File: config.mk
export PLATFORM = sky130hd
export DESIGN_NAME = muldiv_unit_flat
export DESIGN_NICKNAME = d
export VERILOG_FILES = /design/src/rtl/muldiv_unit_if.sv /design/src/rtl/muldiv_unit.sv /design/src/flat_wrapper.sv
export SDC_FILE = /design/constraint.sdc
export NUM_CORES = 1
export LEC_CHECK = 0
export CAP_MARGIN = 0
export CORE_MARGIN = 3
export CORE_UTILIZATION = 50
export CTS_CLUSTER_DIAMETER = 40
export DETAILED_ROUTE_END_ITERATION = 7
export HOLD_SLACK_MARGIN = 0.05
export PLACE_DENSITY = 0.78
export SLEW_MARGIN = 10
export SYNTH_ARGS = -nofsm -noshare
export SYNTH_HDL_FRONTEND = slang
export SYNTH_SLANG_ARGS = --single-unit
export TNS_END_PERCENT = 20
File: constraint.sdc
create_clock -name clk -period 5.79 [get_ports clk]
set_input_delay 1.737 -clock clk [delete_from_list [all_inputs] [get_ports clk]]
set_output_delay 1.737 -clock clk [all_outputs]
set_load 0.02 [all_outputs]
File: src/rtl/muldiv_unit_if.sv
// Request/response bundle between operand read, the multiply/divide unit and register write-back.
interface muldiv_unit_if;
    logic        start;
    logic [2:0]  funct3;
    logic [31:0] op_a;
    logic [31:0] op_b;
    logic [4:0]  rd_in;
    logic        flush;
    logic        busy;
    logic        done;
    logic        wb_regwrite;
    logic [4:0]  wb_writereg;
    logic [31:0] wb_writedata;

    modport master (
        output start, funct3, op_a, op_b, rd_in, flush,
        input  busy, done, wb_regwrite, wb_writereg, wb_writedata
    );

    modport slave (
        input  start, funct3, op_a, op_b, rd_in, flush,
        output busy, done, wb_regwrite, wb_writereg, wb_writedata
    );
endinterface

File: src/rtl/muldiv_unit.sv
// Iterative RV32M multiply/divide: 32 shift-add / restoring-divide steps on latched magnitudes.
// Done pulses 33 edges after the accepting edge; no backpressure, start is only honoured in IDLE.
module muldiv_unit (
    input  logic         clk,
    input  logic         rst,
    muldiv_unit_if.slave bus
);
    typedef enum logic [1:0] {IDLE = 2'd0, CALC = 2'd1, DONE = 2'd2} state_t;

    state_t      r_state;
    state_t      w_state_nxt;
    logic        w_accept;
    logic        w_finish;
    logic        w_iter;

    logic [5:0]  r_cnt;
    logic [2:0]  r_funct3;
    logic [4:0]  r_rd;
    logic [31:0] r_hi;
    logic [31:0] r_lo;
    logic [31:0] r_m;
    logic        r_neg_q;
    logic        r_neg_r;
    logic        r_bzero;
    logic [31:0] r_wb_data;
    logic [4:0]  r_wb_reg;

    logic        w_sgn_a;
    logic        w_sgn_b;
    logic [31:0] w_mag_a;
    logic [31:0] w_mag_b;

    always_comb begin
        w_sgn_a = 1'b0;
        w_sgn_b = 1'b0;
        case (bus.funct3)
            3'b001, 3'b100, 3'b110: begin
                w_sgn_a = bus.op_a[31];
                w_sgn_b = bus.op_b[31];
            end
            3'b010:  w_sgn_a = bus.op_a[31];
            default: ;
        endcase
    end

    assign w_mag_a = w_sgn_a ? (32'd0 - bus.op_a) : bus.op_a;
    assign w_mag_b = w_sgn_b ? (32'd0 - bus.op_b) : bus.op_b;

    // Counter runs 0..31 doing one step per edge; the edge after step 31 applies the sign fix-up.
    assign w_iter = (r_state == CALC) && (r_cnt != 6'd32);

    always_comb begin
        w_state_nxt = r_state;
        w_accept    = 1'b0;
        w_finish    = 1'b0;
        case (r_state)
            IDLE: begin
                if (bus.start && !bus.flush) begin
                    w_accept    = 1'b1;
                    w_state_nxt = CALC;
                end
            end
            CALC: begin
                if (bus.flush) begin
                    w_state_nxt = IDLE;
                end else if (r_cnt == 6'd32) begin
                    w_finish    = 1'b1;
                    w_state_nxt = DONE;
                end
            end
            DONE:    w_state_nxt = IDLE;
            default: w_state_nxt = IDLE;
        endcase
    end

    always_ff @(posedge clk) begin
        if (rst) begin
            r_state <= IDLE;
        end else begin
            r_state <= w_state_nxt;
        end
    end

    logic [32:0] w_mul_sum;
    logic [32:0] w_div_sh;
    logic        w_div_ge;
    logic [31:0] w_div_sub;

    assign w_mul_sum = {1'b0, r_hi} + (r_lo[0] ? {1'b0, r_m} : 33'd0);
    assign w_div_sh  = {r_hi, r_lo[31]};
    assign w_div_ge  = (w_div_sh >= {1'b0, r_m});
    assign w_div_sub = w_div_sh[31:0] - r_m;

    logic [63:0] w_prod_s;
    logic [31:0] w_quot;
    logic [31:0] w_rem;
    logic [31:0] w_result;

    // A zero divisor leaves the all-ones quotient unsigned; the remainder then already equals op_a.
    assign w_prod_s = r_neg_q ? (64'd0 - {r_hi, r_lo}) : {r_hi, r_lo};
    assign w_quot   = (r_neg_q && !r_bzero) ? (32'd0 - r_lo) : r_lo;
    assign w_rem    = r_neg_r ? (32'd0 - r_hi) : r_hi;

    always_comb begin
        w_result = 32'd0;
        case (r_funct3)
            3'b000:                 w_result = w_prod_s[31:0];
            3'b001, 3'b010, 3'b011: w_result = w_prod_s[63:32];
            3'b100, 3'b101:         w_result = w_quot;
            default:                w_result = w_rem;
        endcase
    end

    always_ff @(posedge clk) begin
        if (rst) begin
            r_cnt     <= 6'd0;
            r_funct3  <= 3'd0;
            r_rd      <= 5'd0;
            r_hi      <= 32'd0;
            r_lo      <= 32'd0;
            r_m       <= 32'd0;
            r_neg_q   <= 1'b0;
            r_neg_r   <= 1'b0;
            r_bzero   <= 1'b0;
            r_wb_data <= 32'd0;
            r_wb_reg  <= 5'd0;
        end else begin
            if (w_accept) begin
                r_cnt    <= 6'd0;
                r_funct3 <= bus.funct3;
                r_rd     <= bus.rd_in;
                r_hi     <= 32'd0;
                r_lo     <= bus.funct3[2] ? w_mag_a : w_mag_b;
                r_m      <= bus.funct3[2] ? w_mag_b : w_mag_a;
                r_neg_q  <= w_sgn_a ^ w_sgn_b;
                r_neg_r  <= w_sgn_a;
                r_bzero  <= (bus.op_b == 32'd0);
            end else if (w_iter) begin
                r_cnt <= r_cnt + 6'd1;
                if (r_funct3[2]) begin
                    r_hi <= w_div_ge ? w_div_sub : w_div_sh[31:0];
                    r_lo <= {r_lo[30:0], w_div_ge};
                end else begin
                    r_hi <= w_mul_sum[32:1];
                    r_lo <= {w_mul_sum[0], r_lo[31:1]};
                end
            end
            if (w_finish) begin
                r_wb_data <= w_result;
                r_wb_reg  <= r_rd;
            end
        end
    end

    assign bus.busy         = (r_state == CALC);
    assign bus.done         = (r_state == DONE);
    assign bus.wb_regwrite  = (r_state == DONE) && (r_wb_reg != 5'd0);
    assign bus.wb_writereg  = r_wb_reg;
    assign bus.wb_writedata = r_wb_data;
endmodule

File: src/flat_wrapper.sv
// flat-port wrapper written by rule: the top's interface ports become plain ports
module muldiv_unit_flat 
  (clk, rst, bus_start, bus_funct3, bus_op_a, bus_op_b, bus_rd_in, bus_flush, bus_busy, bus_done, bus_wb_regwrite, bus_wb_writereg, bus_wb_writedata);
  muldiv_unit_if bus_i ();
  input  logic clk;
  input  logic rst;
  input wire logic [$bits(bus_i.start)-1:0] bus_start;
  input wire logic [$bits(bus_i.funct3)-1:0] bus_funct3;
  input wire logic [$bits(bus_i.op_a)-1:0] bus_op_a;
  input wire logic [$bits(bus_i.op_b)-1:0] bus_op_b;
  input wire logic [$bits(bus_i.rd_in)-1:0] bus_rd_in;
  input wire logic [$bits(bus_i.flush)-1:0] bus_flush;
  output wire logic [$bits(bus_i.busy)-1:0] bus_busy;
  output wire logic [$bits(bus_i.done)-1:0] bus_done;
  output wire logic [$bits(bus_i.wb_regwrite)-1:0] bus_wb_regwrite;
  output wire logic [$bits(bus_i.wb_writereg)-1:0] bus_wb_writereg;
  output wire logic [$bits(bus_i.wb_writedata)-1:0] bus_wb_writedata;
  assign bus_i.start = bus_start;
  assign bus_i.funct3 = bus_funct3;
  assign bus_i.op_a = bus_op_a;
  assign bus_i.op_b = bus_op_b;
  assign bus_i.rd_in = bus_rd_in;
  assign bus_i.flush = bus_flush;
  assign bus_busy = bus_i.busy;
  assign bus_done = bus_i.done;
  assign bus_wb_regwrite = bus_i.wb_regwrite;
  assign bus_wb_writereg = bus_i.wb_writereg;
  assign bus_wb_writedata = bus_i.wb_writedata;
  muldiv_unit u_core (.clk(clk), .rst(rst), .bus(bus_i));
endmodule
# After elaboration in Yosys (flattened, before gate mapping)
# Index checks and enable logic that the tools add are counted.
op_classes:
  addsub: 8
  n_lt_le_gt_ge: 1
  n_eq_ne: 15
  n_mux: 25
  n_bitwise: 1
  n_reduce_logical: 17
op_table:
  columns: ["op", "count"]
  rows:
  - ["two-way mux 32 bit", 12]
  - ["subtractor 1 x 32 -> 32 bit, first input constant", 4]
  - ["one-hot mux 32 bit (3 select lines)", 1]
  - ["two-way mux 64 bit", 1]
  - ["subtractor 1 x 64 -> 64 bit, first input constant", 1]
  - ["adder 32 x 33 -> 33 bit", 1]
  - [">= comparator 33 x 32 -> 1 bit", 1]
  - ["logical NOT 32 bit", 1]
  - ["subtractor 32 bit", 1]
  - ["equality test 3 bit, second input constant", 4]
  - ["equality test 3 x 2 -> 1 bit, second input constant", 3]
  - ["two-way mux 1 bit", 7]
  - ["adder 6 x 1 -> 6 bit, second input constant", 1]
  - ["equality test 3 x 1 -> 1 bit, second input constant", 2]
  - ["equality test 6 bit, second input constant", 1]
  - ["two-way mux 2 bit", 3]
  - ["inequality test 6 bit, second input constant", 1]
  - ["OR reduction 3 bit", 2]
  - ["nonzero test 5 bit", 1]
  - ["logical AND 1 bit", 4]
  - ["one-hot mux 2 bit (2 select lines)", 1]
  - ["OR reduction 2 bit", 2]
  - ["OR reduction 4 bit", 1]
  - ["logical NOT 3 bit", 1]
  - ["9 further kinds", 10]
word_totals:
  reg_bits: 152
  word_cells: 79

# Logic depth before layout (Yosys ltp)
depth:
  depth_word: 6
  ltp_mapped: 15
  ltp_nobuf: 13

# Worst setup path before layout
# Ideal clock, no wire load.
synth_timing:
  kind: "input to register"
  start: "in bus_op_a[10]"
  end: "reg u_core.r_lo[28]"
  setup_ns: 0.092
  arrival_ns: 4.012
  required_time_ns: 5.698
  setup_slack_ns: 1.686
  path_stages: 7
  n_path_buf: 0
  cell_sequence: "or4_1 or3_1 or4_1 o41ai_1 xnor2_1 nor2_1 o32ai_1"
synth_via:
  elab_chain_cells: 4
synth_rtl:
  columns: ["element", "line", "source"]
  rows:
  - ["from (decl)", "flat_wrapper.sv:9", "input wire logic [$bits(bus_i.op_a)-1:0] bus_op_a;"]
  - ["subtractor 1 x 32 -> 32 bit", "muldiv_unit.sv:46", "assign w_mag_a = w_sgn_a ? (32'd0 - bus.op_a) : bus.op_a;"]
  - ["two-way mux 32 bit", "muldiv_unit.sv:46", null]
  - ["two-way mux 32 bit", "muldiv_unit.sv:133", "r_lo <= bus.funct3[2] ? w_mag_a : w_mag_b;"]
  - ["two-way mux 32 bit", "muldiv_unit.sv:128", "if (w_accept) begin"]
  - ["to (signal assigned)", "muldiv_unit.sv:133", null]
  - ["to (signal assigned)", "muldiv_unit.sv:142", "r_lo <= {r_lo[30:0], w_div_ge};"]
  - ["to (signal assigned)", "muldiv_unit.sv:145", "r_lo <= {w_mul_sum[0], r_lo[31:1]};"]
  - ["to (decl)", "muldiv_unit.sv:20", "logic [31:0] r_lo;"]
# Every way passes these cells.
# A chain may end at the register's enable or synchronous reset.

# Worst setup path after layout
layout_timing:
  start: "in bus_op_a[8]"
  end: "reg u_core.r_lo[25]"
# The elaborated chain is that of the path after synthesis.

==> summary by stage <==
Placement
The worst slack at placement is 0.926 ns. Once placement finished, the instance area stood at 16,500 µm². Summed over all nets, the half-perimeter wirelength after detailed placement is 42,800 µm. The count of buffers added on input and output ports is 115. The placer congestion estimate is 1.04.

Global route
The initial antenna violation count was 1. The via count of the first global-routing pass was 15,681. The first global-routing pass estimated 87,400 µm of wire. The total global routing overflow is 0. Entering global routing, the biggest net connects 79 pins. Across every metal layer, demand over resource in global routing totals 33.1%.

Layout
In the final layout, flip-flops and latches occupy 3050 µm². The post-route netlist has 4.34% of its cells at a drive strength greater than 1. The layout has 2,847 filler cells.

The area growth from synthesis to layout is 12.1%. With fillers left out, the area of the finished cells amounts to 17,200 µm². The library cells used most frequently in the layout, excluding fill and tap cells, are nand2_1 (282), a21oi_1 (239), nor2_1 (210). The utilization after layout is 57.4%. The leading cell type in the layout, fill and taps excluded is nand2_1.

The total number of nets in the final design is 2,368. The multi-input combinational cells in the finished layout cover a total of 11,300 µm².

STA
The pin slew with the least headroom to its limit is 1.10 ns. The portion of the clock cycle consumed by the worst path in the final layout is 76.4%. The count of endpoints failing setup in the final report is 0. The number of hold violations in the final report is 0. The number of max-slew violations in the final report was 0. After layout, the minimum clock period comes to 4.43 ns.

The highest clock rate is 0.226 GHz. After routing, the total negative slack on setup checks comes to 0 ns. Setup slack on the critical path of the routed design comes to 1.36 ns. The normalized max-slew margin is 25.0%. For the final database, setup skew stands at 0.0136 ns. Setup repair after global routing left no endpoint under its margin.

Routing
The number of vias per cell after detailed routing is 6.50. The iteration count of the initial detailed-routing pass is 6. The detail route stage leaves a number of antenna-violating nets equal to 0.

The final layout contains routed wiring with a total length of 57,000 µm. Detailed routing inserted a total of 17,055 vias. The iteration-0 DRC count of the detailed router is 2,426. For this run, design rule violations remaining after detail routing come to 0. The wire length per cell after detailed routing is 21.7 µm.

Clocking
In this run, CTS created clock tree buffers numbering 17. The number of instances resized during post-cts repair is 0. Hold repair after CTS inserted 0 buffers. The CTS tree is done. The H-tree level count is 4. CTS saw 152 sinks.

Buffers added to address setup during post-CTS repair amount to 0. The clock slew seen by the registers of the worst setup and hold paths is 0.07 ns. The root buffer cell chosen for the clock tree is clkbuf_16. The largest buffer count on any clock path is 2. The later-pin clock latency in the skew report is 0.45 ns.

Yosys
The summed instance area of the synthesized netlist is 15,300 µm². The most used flip-flop cell after synthesis is dfxtp_1. In this run, synthesis produced a sequential element count of 152. Counting flops with a built-in enable in the synthesized netlist gives 0.

Yosys printed 0 warnings. The fraction of the yosys area taken by sequential cells is 19.9%. Counting every net in the synthesized netlist gives 2,378. The number of different library cells in the post-synthesis netlist is 79. The mean instance size in the synthesized netlist is 6.86 µm². The proportion of synthesized flip-flops having asynchronous set or reset is 0%. The cell count after synthesis came out at 2,230.

Worst setup path
By startpoint and endpoint, the worst setup path is classified as input port to flip-flop. The startpoint type of the worst setup path is an input port. The type of destination of the critical path is a flip-flop. The data arrival at the endpoint of the critical path is 4.71 ns.

At the worst endpoint, the required time is 6.08 ns. The worst-path maximum fanout is 5.

Status
The flow ran to the end, and the final reports show no timing, DRC or antenna violations.

Floorplan
The number of placement rows is 63. The floorplan die width is 181 µm. The I/O pin count is 116. The floorplan step defined a die boundary enclosing 32,700 µm².

The core region is 29,900 µm². The height of the die is 181 µm. For this configuration, the core starts out at a cell density of 51.2%.

Run
The max-cap violation count is 0.

Power
The leakage power summed over all cells is 6.32 nW. Dividing total power by cell area gives a power density of 220 nW/µm². VDD sags by at most 0.187 mV.

Worst hold path
The class of the tightest hold or removal check is flip-flop to flip-flop.
## per-layer routing
layer / vias up / global-route usage, % / part of all wire [%]
met5: - / 0 / 0
met4: 0 / 16.5 / 5.4
met3: 164 / 6.24 / 9.5
met2: 939 / 50.1 / 42
met1: 7966 / 45.2 / 43
li1: 7986 / - / -
## path summary, 6_finish.rpt
check	slack (ns)	cells past startpoint	startpoint	end
worst max-delay path	1.36	10	bus_op_a[8]	u_core.r_lo[25]
worst min-delay path	0.45	2	u_core.r_m[5]	u_core.r_m[5]
worst max register to register	1.47	12	u_core.r_lo[0]	u_core.r_hi[31]
worst min register to register	0.45	2	u_core.r_m[5]	u_core.r_m[5]
## cells in the mapped netlist (50+ instances only)
master	instances	area (µm²)
a21oi_1	239	1200
clkbuf_1	151	567
dfxtp_1	152	3040
ha_1	70	876
inv_1	72	270
mux2i_1	50	500
nand2_1	282	1060
nand3_1	55	275
nor2_1	212	796
nor3_1	51	255
o211ai_1	65	488
o21ai_0	185	926
xnor2_1	100	876
xor2_1	95	832
## power breakdown
part | switching (mW) | total, mW | internal (mW)
combinational | 0.844 | 1.34 | 0.500
clock | 0.544 | 1.24 | 0.698
sequential | 0.103 | 1.19 | 1.09
total | 1.49 | 3.78 | 2.29
## metrics by stage
step	total power [mW]	hold WS, ns	std cells
6_report	3.78	0.454	2624
4_1_cts	3.73	0.453	2623
3_5_place_dp	2.50	0.444	2591
2_1_floorplan	2.10	0.432	2230
3_3_place_gp	2.49	0.435	2591
5_1_grt	3.93	0.472	2623
## state kept, by name (all words and copies together), names as in the netlist
name	flops
u_core.r_lo	32
u_core.bus.wb_writedata	32
u_core.r_neg_q	1
u_core.bus.wb_writereg	5
u_core.r_neg_r	1
u_core.r_funct3	3
u_core.r_hi	32
u_core.r_state	2
u_core.r_bzero	1
u_core.r_rd	5
u_core.r_cnt	6
u_core.r_m	32
## final cells by class
cell class	instances	share of cell area (%)
Multi-Input combinational cell	1830	66.0
Inverter	72	1.58
Antenna cell	1	0.0146
Timing Repair Buffer	147	8.13
Tap cell	390	2.85
Sequential cell	152	17.8
Clock inverter	15	1.20
Clock buffer	17	2.48
## kinds of logic after synthesis
family | share of synthesized area (%)
AND/OR/NAND/NOR | 23.7
AO/OA/AOI/OAI | 29.7
buffers and inverters | 6.28
XOR/XNOR | 11.2
flip-flops | 19.9
adder cells (fa/ha/maj) | 5.99
multiplexers | 3.27
## critical path, cell delays in order
cell	delay [ns]
clkdlybuf4s50_1	0.48
or4_1	0.56
or3_1	0.42
or3_1	0.48
nor2_1	0.32
a31oi_1	0.17
xnor2_1	0.21
nor2_1	0.06
a21oi_1	0.17
o22ai_1	0.10
(Power assumes the default switching activity.)
